$ cat src/rtl/pi1_mbox.sv
// pi1_mbox: PI1-attached mailbox FIFO with status, threshold interrupt and control registers.
// Ports:
//   clk_i, rst_i        clock, asynchronous active-high reset
//   pi1_op_i            00 NOOP, 01 WRITE, 10 READ, 11 READWRITE
//   pi1_addr_i          word address, [1:0] selects DATA/STATUS/THRESH/CTRL
//   pi1_data_i/o        write data / read data (held until next completion)
//   pi1_sel_i           byte-lane enables
//   pi1_rdy_o           high when a new request can be accepted
//   intrqst_o           high while THRESH!=0 and count>=THRESH
module pi1_mbox #(
  parameter int ARCHBITSZ = 32,
  parameter int DEPTH = 8
) (
  input  logic                                         clk_i,
  input  logic                                         rst_i,
  input  logic [1:0]                                   pi1_op_i,
  input  logic [ARCHBITSZ-$clog2(ARCHBITSZ/8)-1:0]     pi1_addr_i,
  input  logic [ARCHBITSZ-1:0]                         pi1_data_i,
  output logic [ARCHBITSZ-1:0]                         pi1_data_o,
  input  logic [ARCHBITSZ/8-1:0]                       pi1_sel_i,
  output logic                                         pi1_rdy_o,
  output logic                                         intrqst_o
);
  localparam int ADDRW = ARCHBITSZ - $clog2(ARCHBITSZ/8);
  localparam int AW = $clog2(DEPTH);
  localparam int CW = AW + 1;
  localparam int SW = ARCHBITSZ / 8;
  typedef enum logic {IDLE, BUSY} state_t;
  state_t r_state, w_state_n;
  logic [1:0] r_op, r_addr;
  logic [ARCHBITSZ-1:0] r_data, r_dout, w_dout_n, w_wdata, w_status, w_rdval;
  logic [SW-1:0] r_sel;
  logic [ARCHBITSZ-1:0] r_mem [DEPTH];
  logic [AW-1:0] r_wp, r_rp, w_wp_n, w_rp_n;
  logic [CW-1:0] r_cnt, w_cnt_n;
  logic [7:0] r_thresh, w_thresh_n;
  logic r_ovf, r_udf, w_ovf_n, w_udf_n, r_irq, w_irq_n;
  logic w_accept, w_done, w_rd, w_wr, w_empty, w_full, w_data_acc;
  logic w_pop, w_push, w_ctrl, w_flush, w_clr, w_unused;
  assign w_unused = ^pi1_addr_i[ADDRW-1:2];
  for (genvar b = 0; b < SW; b++) begin : g_lane
    assign w_wdata[8*b +: 8] = r_sel[b] ? r_data[8*b +: 8] : 8'h00;
  end
  assign w_accept   = (r_state == IDLE) && (pi1_op_i != 2'b00);
  assign w_done     = (r_state == BUSY);
  assign w_rd       = r_op[1];
  assign w_wr       = r_op[0];
  assign w_empty    = (r_cnt == '0);
  assign w_full     = (r_cnt == CW'(DEPTH));
  assign w_data_acc = w_done && (r_addr == 2'd0);
  // READWRITE pops before pushing, so a full FIFO still accepts the new word
  assign w_pop      = w_data_acc && w_rd && !w_empty;
  assign w_push     = w_data_acc && w_wr && (!w_full || w_pop);
  assign w_ctrl     = w_done && (r_addr == 2'd3) && w_wr && r_sel[0];
  assign w_flush    = w_ctrl && r_data[0];
  assign w_clr      = w_ctrl && r_data[1];
  assign w_status   = {{(ARCHBITSZ-12){1'b0}}, r_udf, r_ovf, w_full, w_empty, 8'(r_cnt)};
  always_comb begin
    w_state_n  = (r_state == IDLE) ? (w_accept ? BUSY : IDLE) : IDLE;
    w_cnt_n    = w_flush ? '0 : r_cnt + CW'(w_push) - CW'(w_pop);
    w_wp_n     = w_flush ? '0 : r_wp + AW'(w_push);
    w_rp_n     = w_flush ? '0 : r_rp + AW'(w_pop);
    w_ovf_n    = !w_clr && (r_ovf || (w_data_acc && w_wr && !w_push));
    w_udf_n    = !w_clr && (r_udf || (w_data_acc && w_rd && w_empty));
    w_thresh_n = (w_done && r_addr == 2'd2 && w_wr && r_sel[0]) ? r_data[7:0] : r_thresh;
    w_rdval    = (r_addr == 2'd0) ? (w_empty ? '0 : r_mem[r_rp]) :
                 (r_addr == 2'd1) ? w_status :
                 (r_addr == 2'd2) ? {{(ARCHBITSZ-8){1'b0}}, r_thresh} : '0;
    w_dout_n   = !w_done ? r_dout : (w_rd ? w_rdval : '0);
    // interrupt tracks post-update count/threshold so it moves on the same edge as count
    w_irq_n    = (w_thresh_n != 8'd0) && (9'(w_cnt_n) >= 9'(w_thresh_n));
  end
  always_ff @(posedge clk_i or posedge rst_i) begin
    if (rst_i) begin
      r_state  <= IDLE;
      r_op     <= 2'b00;
      r_addr   <= 2'b00;
      r_data   <= '0;
      r_sel    <= '0;
      r_dout   <= '0;
      r_wp     <= '0;
      r_rp     <= '0;
      r_cnt    <= '0;
      r_thresh <= 8'd0;
      r_ovf    <= 1'b0;
      r_udf    <= 1'b0;
      r_irq    <= 1'b0;
    end else begin
      r_state  <= w_state_n;
      if (w_accept) begin
        r_op   <= pi1_op_i;
        r_addr <= pi1_addr_i[1:0];
        r_data <= pi1_data_i;
        r_sel  <= pi1_sel_i;
      end
      r_dout   <= w_dout_n;
      r_wp     <= w_wp_n;
      r_rp     <= w_rp_n;
      r_cnt    <= w_cnt_n;
      r_thresh <= w_thresh_n;
      r_ovf    <= w_ovf_n;
      r_udf    <= w_udf_n;
      r_irq    <= w_irq_n;
    end
  end
  always_ff @(posedge clk_i) begin
    if (w_push) r_mem[r_wp] <= w_wdata;
  end
  assign pi1_rdy_o  = (r_state == IDLE);
  assign pi1_data_o = r_dout;
  assign intrqst_o  = r_irq;
endmodule

$ cat config.mk
export PLATFORM = sky130hd
export DESIGN_NAME = pi1_mbox
export DESIGN_NICKNAME = d
export VERILOG_FILES = /design/src/rtl/pi1_mbox.sv
export SDC_FILE = /design/constraint.sdc
export NUM_CORES = 1
export LEC_CHECK = 0
export ABC_AREA = 0
export CORE_MARGIN = 3
export CORE_UTILIZATION = 55
export DETAILED_ROUTE_END_ITERATION = 10
export HOLD_SLACK_MARGIN = 0.1
export PLACE_DENSITY = 0.76
export SLEW_MARGIN = 10
export SYNTH_ARGS = -nofsm -noshare
export SYNTH_HDL_FRONTEND = slang
export SYNTH_SLANG_ARGS = --single-unit
$ cat constraint.sdc
create_clock -name clk_i -period 4.6 [get_ports clk_i]
set_input_delay 0.92 -clock clk_i [delete_from_list [all_inputs] [get_ports clk_i]]
set_output_delay 0.92 -clock clk_i [all_outputs]
set_load 0.005 [all_outputs]
==> out/qor.csv <==
stage;metric;value;unit
cts;clkLatencyLatePin;0.50;ns
route;drtIter0Drc;573;
die;core;24500;sq um
sta;hold_violations;0;
sta;slew_violations;0;
critical_path;cp_max_fo;7;
grt;grt_pass1_wl;42700;um
critical_path;arrival;3.97;ns
job;maxCapViolCount;0;
placed_design;portBuffers;75;
cts;cts.path.max_buffers;3;
die;rows;57;
synthesis;synth_fp_nets;840;
sta;setup_viol;0;
route;ant_nets;0;
die;fp.dieH;164;um
cts;cts_resized;0;
grt;grt_max_degree;53;
power_and_ir_drop;vdd_drop_max;0.298;mV
sta;tightest_slew;1.10;ns
sta;fin_skew;0.00962;ns
synthesis;yosys_warnings;0;
cts;clkTransAtPathRegs;0.06;ns
synthesis;synth_top_cell_area_share;55.8;%
synthesis;synth_area_leader_cell;edfxtp_1;
synthesis;synth.area.top_cells;edfxtp_1, dfrtp_1, mux4_2;
power_and_ir_drop;power_leakage;5.65;nW
critical_path;worstRegToRegCells;13;
sta;fin_crit;3.60;ns
synthesis;synthArstFlopShare;26.9;%
cts;cts_root_buffer;clkbuf_16;
cts;cts_buffers;35;
synthesis;synth-edff-count;256;
die;die-area;27000;sq um
route;drt_pre_antenna_iters;5;
synthesis;ys_types;46;
die;start_util;56.3;%
layout;drive_above_1_share;21.3;%
route;routedWlPerCell;22.9;um
route;routed_via_density;5.89;
critical_path;critical_path_class;flop to flop;
placed_design;dp_cells;1145;
sta;max_freq;278;MHz
power_and_ir_drop;p_per_area;539;nW/um^2
grt;grt-ovfl-total;0;
synthesis;syn_area_per_cell;18.2;sq um
layout;syn2layout_area_growth;16.8;%
cts;cts_tree;done;
layout;fin_area;16100;sq um
sta;rsz0062_at_grt;no;
route;num_vias;7107;
cts;ctsHoldBuffers;0;
grt;grt_pass1_vias;7510;
critical_path;crit_path_end_kind;flop;
synthesis;yosysSeqAreaShare;72.9;%
run_status;status;finished clean;
critical_path;required;4.97;ns
placed_design;dpl_cell_area;14900;sq um
layout;insertedDiodeCount;0;
sta;slew_headroom;26.4;%
worst_hold_path;hold_path_class;flop to flop;
placed_design;place.gp.congestion;0.849;
layout;fill_cells;1616;
synthesis;syn_inst;756;
route;wl;27700;um
die;die_w;164;um
sta;fin_setup_tns;0;ns
cts;htreeDepth;2;
synthesis;ys_ff_latch;350;
placed_design;hpwl;16700;um
die;ios;104;
sta;finalCritPeriodShare;78.2;%
layout;fin_cells;1207;
layout;postLayoutCoreUtil;65.7;%
worst_hold_path;holdPathStages;1;
critical_path;rrSetupSlack;1.00;ns
synthesis;synth_flop_cell;edfxtp_1;
grt;antenna_found_initial;0;
cts;cts_setup_buffers;0;
cts;cts_sinks;350;
layout;nNetsFinal;942;
critical_path;start_kind;flop;
grt;grt_usage;21.2;%
route;drcViolationCount;0;
synthesis;syn_area;13800;sq um
cell type report:
type                    count  area (sq um)  share of cell area, %
repair buffers             99           931                   5.79
clock inverters            17           209                   1.30
multi-input cells         338          3430                   21.3
well taps                 324           405                   2.52
clock buffers              45           923                   5.75
inverters                  34           130                  0.810
flip-flops and latches    350         10000                   62.5
kinds of logic after synthesis:
logic type | after synthesis | synth area share (%)
DFF | 350 | 72.9
and+or+nand+nor | 110 | 4.54
muxes | 123 | 14.4
adders and majority gates | 14 | 1.33
AOI/OAI and AO/OA | 87 | 4.08
buffers and inverters | 68 | 2.42
xor gates and xnor gates | 4 | 0.254
registers in the layout, summed over array words and instances (netlist names):
register / count
r_ovf: 1
r_udf: 1
r_state: 1
r_data: 32
r_sel: 4
r_cnt: 4
r_mem: 256
r_thresh: 8
r_rp: 3
r_op: 2
r_addr: 2
intrqst_o: 1
pi1_data_o: 32
r_wp: 3
metrics by stage:
step / hold WS (ns) / power, mW / worst slack, ns
2_1_floorplan: 0.471 / 5.39 / 0.666
3_3_place_gp: 0.482 / 5.83 / 1.19
3_5_place_dp: 0.474 / 5.93 / 1.08
4_1_cts: 0.492 / 8.74 / 1.05
5_1_grt: 0.499 / 9.05 / 0.648
6_report: 0.488 / 8.66 / 1.00
per-layer routing:
| metal | global-route usage (%) | vias up | routed length [um] |
|---|---|---|---|
| met5 | 0 | - | 0 |
| met1 | 28.2 | 3670 | 11300 |
| met3 | 3.73 | 52 | 1430 |
| met4 | 7.07 | 0 | 753 |
| met2 | 35.9 | 240 | 14100 |
| li1 | - | 3145 | - |
worst max-delay path: stages (launching register included):
cell	delay (ns)
dfrtp_1	0.36
inv_1	0.12
ha_1	0.16
nor3b_1	0.72
or2_2	0.30
nand2_1	0.06
o21ai_0	0.19
ha_1	0.24
fa_1	0.42
and2_1	0.18
ha_1	0.28
a211o_1	0.26
a21oi_1	0.13
a211oi_1	0.06
cells in the mapped netlist (2+ instances only):
cell type / instances
a21oi_1: 11
a22oi_1: 27
a31oi_1: 8
a32oi_1: 2
and2_1: 41
and3_1: 3
buf_2: 14
buf_4: 4
buf_6: 3
buf_8: 2
clkbuf_1: 10
dfrtp_1: 94
edfxtp_1: 256
ha_1: 13
inv_1: 34
mux2_2: 45
mux2i_1: 22
mux4_2: 56
nand2_1: 14
nand2b_1: 3
nand3_1: 14
nor2_1: 13
nor2b_1: 6
nor3_1: 2
nor3b_1: 3
nor4_1: 2
o21ai_0: 6
o21ai_1: 21
o221ai_1: 3
o2bb2ai_1: 4
or2_2: 2
xnor2_1: 4
where the power goes:
group	internal [mW]	switching (mW)	total, mW
registers	3.76	0.408	4.17
logic	0.950	0.742	1.69
clock network	1.70	1.10	2.80
cell usage in the layout (no fill, tap or decap), types with 3 or more instances in the layout:
cell type,Yosys,routed
o221ai_1,3,3
dfrtp_1,94,92
mux2_2,45,45
o21ai_1,21,20
nor3_2,1,3
inv_1,34,33
and3_1,3,3
o21ai_0,6,6
nand2b_1,3,3
clkbuf_1,10,9
nand2_1,14,14
clkinv_1,0,6
nor2b_1,6,6
xnor2_1,4,4
mux4_2,56,56
bufinv_16,0,5
nand3_1,14,14
clkdlybuf4s50_1,0,75
buf_4,4,24
ha_1,13,13
nor2_1,13,7
nor2_2,0,6
edfxtp_1,256,256
mux2i_1,22,22
nor3b_1,3,3
a22oi_1,27,27
clkbuf_16,0,35
and2_1,41,41
a31oi_1,8,8
clkinv_2,0,3
a21oi_1,11,11
o2bb2ai_1,4,4
worst paths after layout:
check,end,start
worst min-delay path,pi1_data_o[0],pi1_data_o[0]
worst min register to register,pi1_data_o[0],pi1_data_o[0]
max in group asynchronous,r_data[17],rst_i
worst max register to register,intrqst_o,r_cnt[2]
min in group asynchronous,r_data[28],rst_i
worst max-delay path,intrqst_o,r_cnt[2]
(Power assumes the default switching activity.)
